`src/rtl/nfa_stream_ctrl.sv`:
```
// Packet sequencer for a bank of NFA engines: clears the engines, streams bytes,
// captures the first-match offset and hands one result per packet downstream.
//
// state  | meaning
// IDLE   | waiting for the first byte of a packet
// CLEAR  | eng_sod pulse; counter, hit and offset cleared
// STREAM | bytes accepted and broadcast to the engines
// DRAIN  | last byte's match settles; result captured
// REPORT | result offered until r_ready
module nfa_stream_ctrl #(
    parameter int N_ENG = 8,
    parameter int CNT_W = 16
) (
    input  logic             clk,
    input  logic             rst,
    input  logic             s_valid,
    output logic             s_ready,
    input  logic [7:0]       s_data,
    input  logic             s_last,
    output logic [7:0]       eng_char,
    output logic             eng_en,
    output logic             eng_sod,
    input  logic [N_ENG-1:0] eng_match,
    output logic             r_valid,
    input  logic             r_ready,
    output logic [N_ENG-1:0] r_match,
    output logic             r_hit,
    output logic [CNT_W-1:0] r_offset,
    output logic [CNT_W-1:0] r_len
);

    typedef enum logic [2:0] {IDLE, CLEAR, STREAM, DRAIN, REPORT} state_t;

    state_t           state, state_nxt;
    logic             accept;
    logic             any_match;
    logic             hit;
    logic [CNT_W-1:0] cnt;
    logic [CNT_W-1:0] last_idx;
    logic [CNT_W-1:0] offset;

    assign any_match = |eng_match;
    assign s_ready   = (state == STREAM);
    assign accept    = s_ready & s_valid;
    assign eng_en    = accept;
    assign eng_char  = s_data;

    always_comb begin
        state_nxt = state;
        case (state)
            IDLE:    if (s_valid) state_nxt = CLEAR;
            CLEAR:   state_nxt = STREAM;
            STREAM:  if (accept && s_last) state_nxt = DRAIN;
            DRAIN:   state_nxt = REPORT;
            REPORT:  if (r_ready) state_nxt = IDLE;
            default: state_nxt = IDLE;
        endcase
    end

    always_ff @(posedge clk or posedge rst) begin
        if (rst) begin
            state   <= IDLE;
            eng_sod <= 1'b1;
            r_valid <= 1'b0;
        end else begin
            state   <= state_nxt;
            eng_sod <= (state_nxt == CLEAR);
            r_valid <= (state_nxt == REPORT);
        end
    end

    // eng_match lags the accepted byte by one cycle, so last_idx still names
    // the byte that caused it when the hit is first seen.
    always_ff @(posedge clk or posedge rst) begin
        if (rst) begin
            cnt      <= '0;
            last_idx <= '0;
            hit      <= 1'b0;
            offset   <= '0;
            r_match  <= '0;
            r_hit    <= 1'b0;
            r_offset <= '0;
            r_len    <= '0;
        end else if (state == CLEAR) begin
            cnt      <= '0;
            last_idx <= '0;
            hit      <= 1'b0;
            offset   <= '0;
        end else begin
            if (accept) begin
                last_idx <= cnt;
                if (cnt != {CNT_W{1'b1}}) cnt <= cnt + CNT_W'(1);
            end
            if ((state == STREAM || state == DRAIN) && any_match && !hit) begin
                hit    <= 1'b1;
                offset <= last_idx;
            end
            if (state == DRAIN) begin
                r_match  <= eng_match;
                r_hit    <= hit | any_match;
                r_len    <= cnt;
                // a match first seen here belongs to the last byte
                r_offset <= hit ? offset : (any_match ? last_idx : '0);
            end
        end
    end

endmodule

```
`config.mk`:
```
export PLATFORM = sky130hd
export DESIGN_NAME = nfa_stream_ctrl
export DESIGN_NICKNAME = d
export VERILOG_FILES = /design/src/rtl/nfa_stream_ctrl.sv
export SDC_FILE = /design/constraint.sdc
export NUM_CORES = 1
export LEC_CHECK = 0
export CAP_MARGIN = 20
export CORE_ASPECT_RATIO = 1.2
export CORE_MARGIN = 8
export CORE_UTILIZATION = 40
export DETAILED_ROUTE_END_ITERATION = 7
export PLACE_DENSITY_LB_ADDON = 0.3
export SKIP_LAST_GASP = 1
export SYNTH_ARGS = -nofsm -noshare
export SYNTH_HDL_FRONTEND = slang
export SYNTH_SLANG_ARGS = --single-unit
```
`constraint.sdc`:
```
create_clock -name clk -period 2.7 [get_ports clk]
set_input_delay 0.405 -clock clk [delete_from_list [all_inputs] [get_ports clk]]
set_output_delay 0.405 -clock clk [all_outputs]
set_load 0.03 [all_outputs]
```
==> flow_summary.ini <==
[cts]
hold_buffers = 0
clk_path_buf_depth = 2
clkSinkCount = 95
path_clk_slew_ns = 0.06
cts-root-buf = clkbuf_16
htreeDepth = 3
clock_latency_ns = 0.33
cts_resized = 0
cts_tree = done
post-cts-setup-buffers = 0
numCtsBuffers = 9

[finish]
diodes = 0
multiInputGateArea_mm2 = 0.00152
finalNetCount = 430
layout-drive-gt1-share_pct = 13.8
syn2layout_area_growth_pct = 22.3
regArea_mm2 = 0.00238
fin_cells = 538
final.fill_count = 927

[synthesis]
synth-seq-cells = 95
synth_area_leaders = dfrtp_1 58%, mux2_2 6.6%, nand2_1 6.0%
synthFlopType = dfrtp_1
yosysUniqueCellTypes = 47
synth.yosys.seq_area_share_pct = 58.4
syn_inst = 365
synthArstFlopShare_pct = 100
avgSynthCellArea_um2 = 11.2
syn_nets = 387
synth_edf_count = 0
yosysTopAreaCellShare_pct = 57.7
synth_area_mm2 = 0.00407
ys_warn_count = 0
synth_largest_area_cell = dfrtp_1

[power_and_ir_drop]
leakage_nw = 2.14
vdd_drop_max_mv = 0.374
p_sw_mw = 1.71
seqPwrFrac_pct = 40.4
p_int_mw = 3.02
power.density_mw_per_mm2 = 950
power_mw = 4.73
combinationalPowerShare_pct = 34.5
clkPwrFrac_pct = 25.2
swShare_pct = 36.2

[routing]
wl_met1_mm = 3.77
wl_met2_mm = 4.23
dr.max_layer_used = met4
wl_met3_um = 394
finalWirelength_mm = 8.52
route.detailed.drc = 0
wl_per_cell_um = 15.8
via_per_inst = 5.34
ant_nets = 0
vias = 2874
drtIter0Drc = 174
drt_first_pass_iters = 4

[die]
rows = 40
coreArea_mm2 = 0.00996
die-width_um = 108
ios = 74
die_area_mm2 = 0.0137
start_util_pct = 40.9
die_y_um = 127

[sta]
drv_slew = 0
fin_crit_sh_pct = 85.6
relSlewSlack_pct = 35.1
hold_viol_final = 0
fin_skew_ns = 0.00775
min_period_ns = 2.31
rsz0062_at_grt = false
holdWs_ns = 0.418
fmax_ghz = 0.432
setup_viol = 0
setup_tns_ns = 0
worst_pin_slew_ns = 0.971

[grt]
grt_pass1_vias = 2882
grt_pass1_wl_mm = 14.5
grt_max_degree = 80
grtUsageTotal_pct = 13.2
antenna_found_initial = 0
overflow = 0

[placed_design]
portBuffers = 57
dp_cells = 523
gp_congestion = 0.856
hpwl_mm = 5.97

[worst_setup_path]
critPathLaunchType = input pin
worstPathArrival_ns = 1.91
path_max_fanout = 7
end_kind = output pin
criticalPathCategory = in -> out
critical_path_required_ns = 2.30

[run]
drv_cap = 0

[worst_hold_path]
worst_hold_path_type = in -> async

[outcome]
status = completed
-- cell usage after synthesis (4+ instances only) --
cell type,n
o21ai_0,11
dfrtp_1,94
a21oi_1,8
nand2_1,65
clkbuf_1,10
nor2_1,10
and3_1,4
a22o_1,14
o211ai_1,4
buf_4,10
buf_2,11
mux2_2,24
nand3_1,6
o21ai_1,27
a22oi_1,16
-- metrics by stage --
step,worst slack [ns],utilization (%),instance area (µm²)
5_1_grt,0.324,50.0,4980
2_1_floorplan,1.08,-,4080
4_1_cts,0.364,50.0,4980
6_report,0.388,50.0,4980
3_5_place_dp,0.320,47.2,4700
3_3_place_gp,0.315,47.1,4690
-- flip-flops by register name, summed over array words and instances (netlist names) --
signal / flops
hit: 1
r_offset: 16
offset: 16
r_match: 8
r_hit: 1
state: 3
cnt: 16
r_len: 16
eng_sod: 1
r_valid: 1
last_idx: 16
-- power groups by stage --
stage / Clock, mW / Sequential, mW / Combinational [mW]
floorplan: 0 / 2.26 / 0.730
global placement: 0 / 1.93 / 1.63
detailed placement: 0 / 1.95 / 1.66
CTS: 1.23 / 1.92 / 1.66
global route: 1.29 / 1.96 / 1.76
finish: 1.19 / 1.91 / 1.63
-- area by class of cell --
cell class              instances  share of cell area, %
inverters                       2                  0.251
multi-input cells             236                   30.4
repair buffers                 64                   12.8
well taps                     126                   3.16
flip-flops and latches         95                   47.7
clock buffers                  12                   5.35
clock inverters                 3                  0.351
-- cell usage in the layout, fill, tap and decap left out, types with 3 or more instances in the layout --
cell,synthesis,routed
a21oi_1,8,8
a22o_1,14,14
a22oi_1,16,16
and3_1,4,4
buf_4,10,6
clkbuf_16,0,9
clkbuf_8,0,3
clkdlybuf4s50_1,0,57
clkinv_2,1,3
dfrtp_1,94,94
mux2_2,24,24
nand2_1,65,64
nand2b_1,3,3
nand3_1,6,6
nand4_1,3,3
nor2_1,10,10
nor3_1,3,3
o211ai_1,4,4
o21ai_0,11,11
o21ai_1,27,27
o31ai_1,3,3
-- routing by layer --
| metal | track usage [%] | vias up |
|---|---|---|
| met4 | 5.81 | 0 |
| met1 | 16.9 | 1405 |
| met5 | 0 | - |
| met3 | 3.34 | 8 |
| li1 | - | 1410 |
| met2 | 20.3 | 51 |
-- critical path, stage by stage --
cell and delay, ns:
clkdlybuf4s50_1 0.53, nand4bb_4 0.19, clkinv_2 0.09, clkdlybuf4s50_1 0.69
-- cell families after synthesis --
| family | after synthesis | synth area share (%) |
|---|---|---|
| flops | 95 | 58.4 |
| simple gates | 112 | 13.9 |
| mux | 25 | 6.88 |
| compound gates | 98 | 15.9 |
| buf+inv | 34 | 4.61 |
| fa+ha+maj | 1 | 0.307 |
-- path summary, 6_finish.rpt --
path | from | endpoint | slack, ns | depth (start not counted)
hold / removal | rst | offset[5] | 0.42 | 2
hold reg to reg | r_offset[10] | r_offset[10] | 0.48 | 2
min in group clk | r_offset[10] | r_offset[10] | 0.48 | 2
setup / recovery | s_valid | eng_en | 0.39 | 4
setup reg to reg | cnt[0] | cnt[1] | 0.60 | 5
max in group asynchronous | rst | last_idx[0] | 1.56 | 3
Note: power is estimated with default switching activity, not from simulation.
